[src/rtl/piso_serializer.sv]
// Parallel-in/serial-out shifter with valid/ready load, bit-rate strobe,
// selectable bit order, programmable inter-word idle gap and word-done pulse.
module piso_serializer #(
    parameter int unsigned WIDTH      = 10,
    parameter bit          MSB_FIRST  = 1'b0,
    parameter bit          IDLE_LEVEL = 1'b1,
    parameter int unsigned GAP        = 0
) (
    input  logic             clk,
    input  logic             reset,
    input  logic             shift_en,
    input  logic [WIDTH-1:0] data_in,
    input  logic             load_valid,
    output logic             load_ready,
    output logic             data_out,
    output logic             busy,
    output logic             done
);

    localparam int unsigned CNT_W = $clog2(WIDTH + 1);
    localparam int unsigned GAP_W = 8;
    localparam logic [CNT_W-1:0] LAST_BIT = CNT_W'(WIDTH);
    localparam logic [GAP_W-1:0] GAP_LAST = GAP_W'(GAP);
    localparam bit HAS_GAP = (GAP != 0);

    typedef enum logic [1:0] {
        ST_IDLE  = 2'd0,
        ST_SHIFT = 2'd1,
        ST_GAP   = 2'd2
    } state_e;

    state_e             state_q, state_d;
    logic [CNT_W-1:0]   bit_cnt_q, bit_cnt_d;
    logic [GAP_W-1:0]   gap_cnt_q, gap_cnt_d;
    logic [WIDTH-1:0]   sreg_q, sreg_d;
    logic               data_out_q, data_out_d;
    logic               busy_q, busy_d;
    logic               done_q, done_d;
    logic               accept;

    // Bit that leaves the word next, and the word with that bit removed.
    function automatic logic first_bit(input logic [WIDTH-1:0] w);
        return MSB_FIRST ? w[WIDTH-1] : w[0];
    endfunction

    function automatic logic [WIDTH-1:0] shift_word(input logic [WIDTH-1:0] w);
        return MSB_FIRST ? {w[WIDTH-2:0], 1'b0} : {1'b0, w[WIDTH-1:1]};
    endfunction

    assign load_ready = shift_en &
                        ((state_q == ST_IDLE) |
                         ((state_q == ST_SHIFT) & (bit_cnt_q == LAST_BIT) & !HAS_GAP) |
                         ((state_q == ST_GAP) & (gap_cnt_q == GAP_LAST)));
    assign accept = load_valid & load_ready;

    always_comb begin
        state_d    = state_q;
        bit_cnt_d  = bit_cnt_q;
        gap_cnt_d  = gap_cnt_q;
        sreg_d     = sreg_q;
        data_out_d = data_out_q;
        done_d     = 1'b0;

        if (shift_en) begin
            case (state_q)
                ST_IDLE: state_d = ST_IDLE;
                ST_SHIFT: begin
                    if (bit_cnt_q < LAST_BIT) begin
                        data_out_d = first_bit(sreg_q);
                        sreg_d     = shift_word(sreg_q);
                        bit_cnt_d  = bit_cnt_q + CNT_W'(1);
                    end else begin
                        done_d     = 1'b1;
                        data_out_d = IDLE_LEVEL;
                        if (HAS_GAP) begin
                            state_d   = ST_GAP;
                            gap_cnt_d = GAP_W'(1);
                        end else begin
                            state_d = ST_IDLE;
                        end
                    end
                end
                ST_GAP: begin
                    if (gap_cnt_q != GAP_LAST) begin
                        gap_cnt_d = gap_cnt_q + GAP_W'(1);
                    end else begin
                        state_d = ST_IDLE;
                    end
                end
                default: state_d = ST_IDLE;
            endcase
        end

        // An accepted word overrides the end-of-word/gap fallthrough: first bit goes out now.
        if (accept) begin
            sreg_d     = shift_word(data_in);
            data_out_d = first_bit(data_in);
            bit_cnt_d  = CNT_W'(1);
            state_d    = ST_SHIFT;
        end

        busy_d = (state_d != ST_IDLE);
    end

    always_ff @(posedge clk or posedge reset) begin
        if (reset) begin
            state_q    <= ST_IDLE;
            bit_cnt_q  <= '0;
            gap_cnt_q  <= '0;
            sreg_q     <= '0;
            data_out_q <= IDLE_LEVEL;
            busy_q     <= 1'b0;
            done_q     <= 1'b0;
        end else begin
            state_q    <= state_d;
            bit_cnt_q  <= bit_cnt_d;
            gap_cnt_q  <= gap_cnt_d;
            sreg_q     <= sreg_d;
            data_out_q <= data_out_d;
            busy_q     <= busy_d;
            done_q     <= done_d;
        end
    end

    assign data_out = data_out_q;
    assign busy     = busy_q;
    assign done     = done_q;

endmodule

[config.mk]
export PLATFORM = sky130hd
export DESIGN_NAME = piso_serializer
export DESIGN_NICKNAME = d
export VERILOG_FILES = /design/src/rtl/piso_serializer.sv
export SDC_FILE = /design/constraint.sdc
export NUM_CORES = 1
export LEC_CHECK = 0
export CAP_MARGIN = 20
export CORE_MARGIN = 1
export CORE_UTILIZATION = 45
export CTS_CLUSTER_SIZE = 8
export DETAILED_ROUTE_END_ITERATION = 6
export HOLD_SLACK_MARGIN = 0.15
export PLACE_DENSITY = 0.78
export SLEW_MARGIN = 20
export SYNTH_ARGS = -nofsm -noshare
export SYNTH_HDL_FRONTEND = slang
export SYNTH_SLANG_ARGS = --single-unit
[constraint.sdc]
create_clock -name clk -period 3 [get_ports clk]
set_clock_uncertainty 0.1 [all_clocks]
set_input_delay 0.45 -clock clk [delete_from_list [all_inputs] [get_ports clk]]
set_output_delay 0.45 -clock clk [all_outputs]
set_load 0.01 [all_outputs]
==> flow_metrics.py <==
metrics = {
    "outcome": {
        "status": "finished, violations left",
        "violations": "design-rule violations",
    },
    "floorplan": {
        "core-area_um2": 2829,
        "num_io_pins": 18,
        "rows": 19,
        "die_y_um": 57.38,
        "die_area_um2": 3292,
        "initial_core_util_pct": 48.78,
        "die_x_um": 57.38,
    },
    "synthesis": {
        "ys_types": 31,
        "synthesis.area_um2": 1380,
        "yosysSeqAreaShare_pct": 47.23,
        "synth_seq_cells": 26,
        "synthCells": 114,
        "syn-num-nets": 135,
        "syn_avg_cell_area_um2": 12.11,
        "yosysWarningCount": 0,
    },
    "timing": {
        "max_clock_freq_ghz": 0.3710,
        "rsz0062_at_grt": "no",
        "period_share_pct": 89.86,
        "slew_headroom_pct": 63.71,
        "final_hold_viol_count": 0,
        "worstMarginPinSlew_ns": 0.5438,
        "setup-tns-final_ns": 0,
        "post-route-min-period_ns": 2.696,
        "drv_slew": 0,
        "finalSetupViolCount": 0,
    },
    "global_routing": {
        "grt_usage_pct": 14.90,
        "grt_pass1_wl_um": 3739,
        "first_global_vias": 861,
        "grt_overflow": 0,
        "antenna_found_initial": 0,
        "grt_max_degree": 27,
    },
    "drt": {
        "avgRoutedWirePerCell_um": 13.42,
        "postRouteAntennaNets": 0,
        "via_per_inst": 5.421,
        "first_pass_iters": 7,
        "first_iter_violations": 24,
        "via_count": 889,
        "drc_errors": 3,
        "wl_um": 2201,
    },
    "clocking": {
        "cts_inserted_buffers": 3,
        "clock_latency_ns": 0.31,
        "root_buffer": "clkbuf_4",
        "cts_hold_buf": 0,
        "cts_tree": "built",
        "htreeDepth": 1,
        "path_clk_slew_ns": 0.14,
        "post_cts_buffers": 0,
        "cts_buffer_depth": 2,
        "cts_resized": 0,
        "cts.sinks": 26,
    },
    "cells_and_area": {
        "fin_cells": 164,
        "syn_to_final_growth_pct": 16.68,
        "n_fill_cell": 228,
        "drive_gt1_share_pct": 18.80,
        "final_util_pct": 56.92,
        "antenna_cells": 0,
        "fin_nets": 155,
    },
    "critical_path": {
        "worst-path-stages": 6,
        "path_max_fanout": 5,
        "worstPathArrival_ns": 2.15,
        "worst_path_largest_cell_delay_ns": 0.54,
        "path_buf_inv": 2,
        "critPathLaunchType": "flop",
        "ff2ff_path_depth": 6,
        "criticalPathCategory": "reg -> out",
        "cpLargestDelayFamily": "buffers and inverters",
        "crit_chain": "inv_1 > ha_1 > nor4bb_4 > a211oi_4 > nor2_1 > clkdlybuf4s50_1",
        "cpMaxStageDelayCell": "clkdlybuf4s50_1",
        "cp-end-kind": "primary output",
        "cp.required_ns": 2.45,
    },
    "min_path": {
        "hold_path.class": "in -> async",
    },
    "placement": {
        "dp_hpwl_um": 1729,
        "gp_congestion": 0.7754,
        "io_buffers": 17,
        "placed_cells": 159,
    },
    "pwr": {
        "p_per_area_nw_per_um2": 619.1,
        "p_leak_nw": 0.7053,
        "vdd_drop_max_v": 0.0002128,
    },
    "flow_run": {
        "max_cap_viol_count": 0,
    },
}
==> stage by stage <==
stage | setup WS [ns] | power (mW) | hold WS, ns | cell area [µm²]
2_1_floorplan | 1.064 | 0.7441 | 0.3893 | 1380
6_report | 0.3043 | 0.9969 | 0.3583 | 1610
3_5_place_dp | 0.6145 | 0.8315 | 0.4301 | 1559
5_1_grt | 0.1358 | 1.054 | 0.4196 | 1610
4_1_cts | 0.2757 | 1.002 | 0.4489 | 1595
3_3_place_gp | 0.6697 | 0.8099 | 0.4137 | 1559
==> where the power goes <==
part / switching [mW] / internal (mW)
clock: 0.100 / 0.0741
sequential: 0.0660 / 0.448
combinational: 0.122 / 0.186
==> cell usage in the layout, fill, tap and decap left out, types with 2 or more instances in the layout <==
| cell type | n |
|---|---|
| nand3_1 | 5 |
| a31oi_1 | 2 |
| xnor2_1 | 8 |
| nor2_1 | 7 |
| clkdlybuf4s50_1 | 17 |
| nand2_1 | 8 |
| inv_1 | 8 |
| a311oi_1 | 2 |
| o21ai_0 | 2 |
| mux2_1 | 3 |
| ha_1 | 7 |
| mux2i_1 | 2 |
| mux2_4 | 4 |
| dfrtp_1 | 25 |
| o22ai_1 | 3 |
| and3_1 | 3 |
| mux2_2 | 9 |
| clkbuf_4 | 3 |
==> kinds of logic (layout without fill, tap and decap cells) <==
family	count (synthesis)	in the layout	share of synthesized area, %
compound gates	13	13	7.344
flops	26	26	47.24
xor+xnor	9	9	5.712
fa+ha+maj	7	7	6.346
buf+inv	11	30	4.352
simple gates	30	30	13.42
mux	18	18	15.59
==> layer usage <==
layer	global-route usage [%]	wire, µm
met5	0	0
met4	6.272	65
met3	3.628	73
met2	24.92	1144
met1	18.31	917
==> worst paths after layout <==
kind,endpoint,start,slack [ns]
max,load_ready,gap_cnt_q[0]$_DFFE_PP0P_,0.30
min,sreg_q[6]$_DFFE_PP0P_,reset,0.36
max reg2reg,sreg_q[5]$_DFFE_PP0P_,gap_cnt_q[0]$_DFFE_PP0P_,0.84
min reg2reg,sreg_q[8]$_DFFE_PP0P_,sreg_q[8]$_DFFE_PP0P_,0.44
max in group asynchronous,state_q[0]$_DFF_PP0_,reset,1.96
min in group clk,sreg_q[8]$_DFFE_PP0P_,sreg_q[8]$_DFFE_PP0P_,0.44
==> cell type report <==
cell class / count / area (µm²) / area share [%]
flip-flops and latches: 26 / 651.9 / 40.48
well taps: 31 / 38.79 / 2.409
clock buffers: 4 / 36.28 / 2.253
multi-input cells: 77 / 668.1 / 41.49
repair buffers: 18 / 185.2 / 11.50
inverters: 8 / 30.03 / 1.865
==> flip-flops by register name, indices dropped and copies added (netlist names) <==
register / cells
gap_cnt_q: 8
state_q: 2
sreg_q: 9
busy: 1
done: 1
bit_cnt_q: 4
data_out: 1
==> synth_stat cells <==
library cell / count / area [µm²]
dfrtp_1: 25 / 625.6
buf_4: 1 / 7.510
o22ai_1: 3 / 18.77
o21ai_0: 2 / 10.01
nor3_1: 1 / 5.000
a41oi_1: 1 / 8.760
a211oi_4: 1 / 20.02
mux2_1: 3 / 33.78
inv_1: 8 / 30.03
and3_1: 3 / 18.77
ha_1: 7 / 87.58
a21oi_1: 1 / 5.000
o21ai_2: 1 / 8.760
and4b_1: 1 / 10.01
nor2_4: 1 / 11.26
nand2_1: 8 / 30.03
xnor2_1: 8 / 70.07
xor2_1: 1 / 8.760
nor4_4: 1 / 21.27
nand3_1: 5 / 25.02
nand2_2: 1 / 6.260
a311oi_1: 2 / 17.52
mux2_2: 9 / 101.4
dfstp_2: 1 / 26.28
nor4bb_4: 1 / 25.02
mux2_4: 4 / 60.06
buf_6: 2 / 22.52
mux2i_1: 2 / 20.02
nor2_1: 7 / 26.28
a31oi_1: 2 / 12.51
and2_1: 1 / 6.260
Power figures use the tool's default switching activity.
